$ cat src/rtl/regfile_write_arbiter.sv
// Arbitrates the register file write port between the ALU (A) and load (M) writeback
// paths: one buffered entry per source, oldest-first grant, zero-register writes dropped.
module regfile_write_arbiter #(
    parameter int DATA_W   = 64,
    parameter int REG_W    = 5,
    parameter int ZERO_REG = 31
) (
    input  logic              Clk,
    input  logic              Rst,

    input  logic              AValid,
    output logic              AReady,
    input  logic [REG_W-1:0]  AReg,
    input  logic [DATA_W-1:0] AData,

    input  logic              MValid,
    output logic              MReady,
    input  logic [REG_W-1:0]  MReg,
    input  logic [DATA_W-1:0] MData,

    output logic              WE,
    output logic [REG_W-1:0]  WReg,
    output logic [DATA_W-1:0] Data,

    input  logic [REG_W-1:0]  QR1,
    input  logic [REG_W-1:0]  QR2,
    output logic              Hit1,
    output logic              Hit2
);

    localparam logic [REG_W-1:0] ZERO_IDX = REG_W'(ZERO_REG);

    logic              full_a;
    logic              full_m;
    logic [REG_W-1:0]  reg_a;
    logic [REG_W-1:0]  reg_m;
    logic [DATA_W-1:0] data_a;
    logic [DATA_W-1:0] data_m;
    logic              old_a;
    logic              old_m;
    logic              rr_favor_m;

    logic              grant_a;
    logic              grant_m;
    logic              load_a;
    logic              load_m;
    logic              nxt_full_a;
    logic              nxt_full_m;
    logic              nxt_old_a;
    logic              nxt_old_m;

    // Oldest-first; round-robin only breaks ties between buffers loaded at the same edge.
    always_comb begin
        grant_a = 1'b0;
        grant_m = 1'b0;
        if (full_a && !full_m) begin
            grant_a = 1'b1;
        end else if (full_m && !full_a) begin
            grant_m = 1'b1;
        end else if (full_a && full_m) begin
            if (old_a) begin
                grant_a = 1'b1;
            end else if (old_m) begin
                grant_m = 1'b1;
            end else if (rr_favor_m) begin
                grant_m = 1'b1;
            end else begin
                grant_a = 1'b1;
            end
        end
    end

    assign AReady = !full_a || grant_a;
    assign MReady = !full_m || grant_m;

    assign load_a = AValid && AReady && (AReg != ZERO_IDX);
    assign load_m = MValid && MReady && (MReg != ZERO_IDX);

    assign nxt_full_a = load_a || (full_a && !grant_a);
    assign nxt_full_m = load_m || (full_m && !grant_m);

    // The age flag only matters while both buffers are occupied.
    always_comb begin
        nxt_old_a = old_a;
        nxt_old_m = old_m;
        if (!nxt_full_a || !nxt_full_m) begin
            nxt_old_a = 1'b0;
            nxt_old_m = 1'b0;
        end else if (load_a && load_m) begin
            nxt_old_a = 1'b0;
            nxt_old_m = 1'b0;
        end else if (load_a) begin
            nxt_old_a = 1'b0;
            nxt_old_m = 1'b1;
        end else if (load_m) begin
            nxt_old_a = 1'b1;
            nxt_old_m = 1'b0;
        end
    end

    always_ff @(posedge Clk) begin
        if (Rst) begin
            full_a <= 1'b0;
            full_m <= 1'b0;
            old_a  <= 1'b0;
            old_m  <= 1'b0;
            reg_a  <= '0;
            reg_m  <= '0;
            data_a <= '0;
            data_m <= '0;
        end else begin
            full_a <= nxt_full_a;
            full_m <= nxt_full_m;
            old_a  <= nxt_old_a;
            old_m  <= nxt_old_m;
            if (load_a) begin
                reg_a  <= AReg;
                data_a <= AData;
            end
            if (load_m) begin
                reg_m  <= MReg;
                data_m <= MData;
            end
        end
    end

    always_ff @(posedge Clk) begin
        if (Rst) begin
            rr_favor_m <= 1'b0;
        end else if (grant_a) begin
            rr_favor_m <= 1'b1;
        end else if (grant_m) begin
            rr_favor_m <= 1'b0;
        end
    end

    // Write port register; index and data hold when nothing is granted.
    always_ff @(posedge Clk) begin
        if (Rst) begin
            WE   <= 1'b0;
            WReg <= '0;
            Data <= '0;
        end else begin
            WE <= grant_a || grant_m;
            if (grant_a) begin
                WReg <= reg_a;
                Data <= data_a;
            end else if (grant_m) begin
                WReg <= reg_m;
                Data <= data_m;
            end
        end
    end

    assign Hit1 = (QR1 != ZERO_IDX) &&
                  ((full_a && (reg_a == QR1)) ||
                   (full_m && (reg_m == QR1)) ||
                   (WE && (WReg == QR1)));

    assign Hit2 = (QR2 != ZERO_IDX) &&
                  ((full_a && (reg_a == QR2)) ||
                   (full_m && (reg_m == QR2)) ||
                   (WE && (WReg == QR2)));

endmodule

$ cat config.mk
export PLATFORM = sky130hd
export DESIGN_NAME = regfile_write_arbiter
export DESIGN_NICKNAME = d
export VERILOG_FILES = /design/src/rtl/regfile_write_arbiter.sv
export SDC_FILE = /design/constraint.sdc
export NUM_CORES = 1
export LEC_CHECK = 0
export CORE_MARGIN = 4
export CORE_UTILIZATION = 41
export CTS_CLUSTER_SIZE = 20
export DETAILED_ROUTE_END_ITERATION = 8
export GPL_TIMING_DRIVEN = 0
export PLACE_DENSITY = 0.7
export SLEW_MARGIN = 20
export SYNTH_ARGS = -nofsm -noshare
export SYNTH_HDL_FRONTEND = slang
export SYNTH_SLANG_ARGS = --single-unit
$ cat constraint.sdc
create_clock -name Clk -period 3.8 [get_ports Clk]
set_input_delay 0.38 -clock Clk [delete_from_list [all_inputs] [get_ports Clk]]
set_output_delay 0.38 -clock Clk [all_outputs]
set_load 0.01 [all_outputs]
-- Word-level counts from Yosys, hierarchy flattened
Cells that the tools add are included.
- $add $sub $neg: 0
- $mul: 0
- div/mod/pow operators: 0
- order comparisons: 0
- equal/unequal tests: 10
- shifts and indexed selects: 0
- multiplexer cells: 20
- bitwise logic cells: 0
- reduce and logical (&&, ||, !) cells: 38
- operator list (cell ; count):
    2-to-1 mux 64 bit ; 2
    equality test 5 bit ; 6
    != test 5 bit, second input constant ; 4
    logical AND 1 bit ; 18
    2-to-1 mux 1 bit ; 16
    logical OR 1 bit ; 10
    2-to-1 mux 5 bit ; 2
    logical NOT 1 bit ; 6
    nonzero test 2 bit ; 2
    OR reduction 4 bit ; 1
    OR reduction 3 bit ; 1
- bits in registers: 213
- latch bits: 0
- memory bits (writable): 0
- memory bits (read-only): 0
- bits of input ports: 152
- memories: 0

-- Depth between registers and ports, before layout
Gate-level depths: netlist of the first run.
- word-level depth: 13
- depth in mapped cells: 8

-- Worst setup path before layout of the first run
No wires, ideal clock.
- path kind: register to output
- start point: reg WReg[2]
- end point: out Hit1
- arrival time: 1.125 ns
- data required time: 3.420 ns
- setup slack: 2.295 ns
- stages on the path, launching flop included: 5
- buffers on the path: 0
- cells stage by stage: dfxtp_1 -> xor2_1 -> nor4_1 -> a32oi_1 -> a21oi_1
- cells in the longest elaborated chain, start to end: 4
- RTL lines (item ; line ; RTL):
    start: declaration ; 22 ; output logic [REG_W-1:0] WReg,
    start signal: assignment ; 146 ; WReg <= reg_a;
    start signal: assignment ; 149 ; WReg <= reg_m;
    equality test 5 bit ; 158 ; (WE && (WReg == QR1)));
    logical AND 1 bit ; 158 ;
    logical OR 1 bit ; 157 ; (full_m && (reg_m == QR1)) ||
    logical AND 1 bit ; 155 ; assign Hit1 = (QR1 != ZERO_IDX) &&
    end: declaration ; 27 ; output logic Hit1,
Every way passes these cells.

-- Worst setup path after layout of the first run
- start point: in QR1[2]
- end point: out Hit1
- cells in the longest elaborated chain, start to end: 5
- elaborated cells on any way between the ends: 10
- classes of those cells: eq/ne (4); reduce/logical (6)
- RTL lines (item ; line ; RTL):
    start: declaration ; 25 ; input logic [REG_W-1:0] QR1,
    equality test 5 bit (on tied branches) ; 156, 157 ;
    logical AND 1 bit (on tied branches) ; 156, 157 ;
    logical OR 1 bit ; 156 ; ((full_a && (reg_a == QR1)) ||
    logical OR 1 bit ; 157 ;
    logical AND 1 bit * ; 155 ;
Every way passes the cells marked *; elsewhere a longest branch is shown, timed or not.

==> impl_metrics.py, run 1 <==
metrics = {
    "sta": {
        "max_freq_mhz": 378.4,
        "min_period_ns": 2.643,
        "period_share_pct": 69.54,
        "setup_tns_ns": 0,
        "fin_skew_ns": 0.01161,
        "setup_ws_ns": 1.157,
        "relSlewSlack_pct": 51.63,
        "slew_viol_final": 0,
        "timing.hold.ws_ns": 0.4308,
        "hold_viol": 0,
        "setup_viol_count_final": 0,
        "rsz0062_at_grt": "false",
        "tightestPinTransition_ns": 0.7256,
    },
    "worst_setup_path": {
        "r2r-end": "Data[58]",
        "required_ns": 3.42,
        "r2r_setup_slack_ns": 1.97,
        "crit_path_end_kind": "primary output",
        "reg2regPathDepth": 6,
        "crit_end": "Hit1",
        "startpoint": "QR1[2]",
        "arrival_ns": 2.26,
        "cp_max_fo": 4,
        "path_class": "input pin to primary output",
        "start_kind": "input pin",
        "r2r-start": "full_a",
    },
    "cts": {
        "clock_latency_ns": 0.50,
        "cts-root-to-sink-buffers": 3,
        "cts_resized": 0,
        "cts_tree": "built",
        "clk_pin_slew_ns": 0.06,
        "postCtsHoldBufs": 0,
        "h-tree-depth": 1,
        "cts-root-buf": "clkbuf_16",
        "numClockSinks": 213,
        "numCtsBuffers": 23,
        "cts_setup_buffers": 0,
    },
    "logic_synthesis": {
        "yosys-top-cells-area": "dfxtp_1, nand2_1, a21oi_1",
        "synth_most_common_cell": "nand2_1",
        "synth_seq_cells": 213,
        "synth-edff-count": 0,
        "syn_avg_cell_area_um2": 8.432,
        "ys_seq_area_share_pct": 51.55,
        "yosys.area.top_type": "dfxtp_1",
        "synthFlopType": "dfxtp_1",
        "synth_nets": 1133,
        "synthCells": 981,
        "synthDistinctLibCells": 29,
        "syn_area_um2": 8272,
        "synth_common_cells": "nand2_1, dfxtp_1, a21oi_1",
        "ys_warn_count": 0,
        "synth_top_area_share_pct": 51.55,
        "synth_async_sr_flop_share_pct": 0,
    },
    "floorplanning": {
        "rows": 51,
        "initial_core_util_pct": 42.09,
        "io_pins": 226,
        "core_um2": 19650,
        "die_w_um": 150.0,
        "die_area_um2": 22510,
        "die_h_um": 150.0,
    },
    "place": {
        "dp_hpwl_mm": 17.65,
        "place_inst": 1470,
        "port_buffers": 224,
        "routabilityCongestion": 0.8373,
        "place_ws_ns": 1.169,
    },
    "drt": {
        "drt_iter0_markers": 336,
        "postRouteAntennaNets": 0,
        "viasPerCell": 4.932,
        "finalWirelength_mm": 24.66,
        "wl_per_cell_um": 16.32,
        "dr.pass1.iters": 6,
        "drc": 0,
        "route.vias.total": 7453,
    },
    "min_path": {
        "hold_depth": 3,
        "min_from": "MData[57]",
        "hp-class": "input pin to flip-flop",
    },
    "layout": {
        "antenna_cells": 0,
        "fin_cells": 1511,
        "fillerInstances": 1866,
        "area_growth_pct": 40.16,
        "nets": 1382,
        "drive_gt1_share_pct": 6.421,
        "utilization_pct": 58.99,
    },
    "job": {
        "cap_viol_max_count": 0,
    },
    "global_routing": {
        "grt_pass1_wl_mm": 38.34,
        "grt_pass1_vias": 7437,
        "grt_max_degree": 14,
        "grt_util_all_layers_pct": 21.22,
        "grt_overflow": 0,
        "grt_antenna_before_repair": 1,
    },
    "power": {
        "p_leak_nw": 4.684,
        "powerDensity_nw_per_um2": 459.8,
        "ir_drop_uv": 286.6,
    },
    "run_status": {
        "status": "complete, no violations",
    },
}
[cells by family (layout without fill, tap and decap cells)]
kind of cell / Yosys count / count (layout) / synth area share (%)
mux: 69 / 69 / 8.350
flops: 213 / 213 / 51.55
compound gates: 223 / 223 / 14.29
simple gates: 374 / 374 / 17.44
buf+inv: 72 / 337 / 5.188
xor+xnor: 30 / 30 / 3.176
[power breakdown]
| part | switching (mW) | internal, mW | leakage [nW] |
|---|---|---|---|
| registers | 0.0707 | 2.35 | 1.75 |
| clock network | 0.869 | 1.36 | 0.360 |
| logic | 0.331 | 0.343 | 2.58 |
[through the flow]
step / area (µm²) / power [mW]
after detailed placement: 10850 / 3.149
after CTS: 11590 / 5.377
after floorplan: 8272 / 2.793
after global routing: 11590 / 5.552
final: 11590 / 5.331
after global placement: 10850 / 3.139
[worst max-delay path, cell delays in order]
cell and delay, ns:
clkdlybuf4s50_1 0.50, xor2_1 0.18, nor4_1 0.34, a32oi_1 0.15
a21oi_1 0.15, clkdlybuf4s50_1 0.56
[flip-flops by register name, indices dropped and copies added, names as in the netlist, 5 cells and up]
name,count
WReg,5
data_m,64
reg_m,5
Data,64
data_a,64
reg_a,5
[per-layer routing]
metal / part of all wire, % / global-route usage [%]
met5: 0.053 / 0
met4: 1.8 / 4.712
met1: 43 / 27.77
met3: 7.6 / 4.088
met2: 47 / 36.40
[how the worst min path moves through the flow]
stage / slack (ns) / endpoint
final: 0.43 / data_m[57]
after global routing: 0.44 / data_a[42]
after CTS: 0.42 / data_a[2]
after detailed placement: 0.44 / Data[11]
after global placement: 0.43 / Data[34]
after floorplan: 0.44 / data_a[0]
[area by class of cell]
type	instances	area [µm²]	area share (%)
clock inverter	6	107.6	0.9281
tap	265	331.6	2.860
timing repair buffer	224	2242	19.34
sequential	213	4264	36.78
multi-input combinational	696	3578	30.87
inverter	2	7.507	0.06475
buffer	70	421.7	3.637
clock buffer	35	640.6	5.526
[cell usage in the layout (no fill, tap or decap), types with 6 or more instances in the layout]
cell type and count:
nand2_1 350, clkdlybuf4s50_1 224, dfxtp_1 213, a21oi_1 143
mux2i_1 69, o21ai_0 54, clkbuf_1 37, buf_2 28
xor2_1 26, clkbuf_16 23, o21ai_1 17, nand3_1 8
buf_8 7, nor4_1 6
Power figures use the tool's default switching activity.
==> run 2: changes to the inputs <==
clock period = 2.7 ns   (was 3.8 ns; I/O delays follow)
==> results of run 2 <==
Same layout as run 1 (identical final DEF). Status: complete, no violations.
Main changes from that run: setup slack after placement 1.169 ns -> 0.2886 ns; setup slack after layout 1.157 ns -> 0.2065 ns; hold slack 0.4308 ns -> 0.3208 ns; start point of the critical path QR1[2] -> WReg[3]; register-to-register setup slack 1.97 ns -> 0.87 ns; total power 5.331 mW -> 7.503 mW; worst IR drop on VDD 286.6 µV -> 403.4 µV
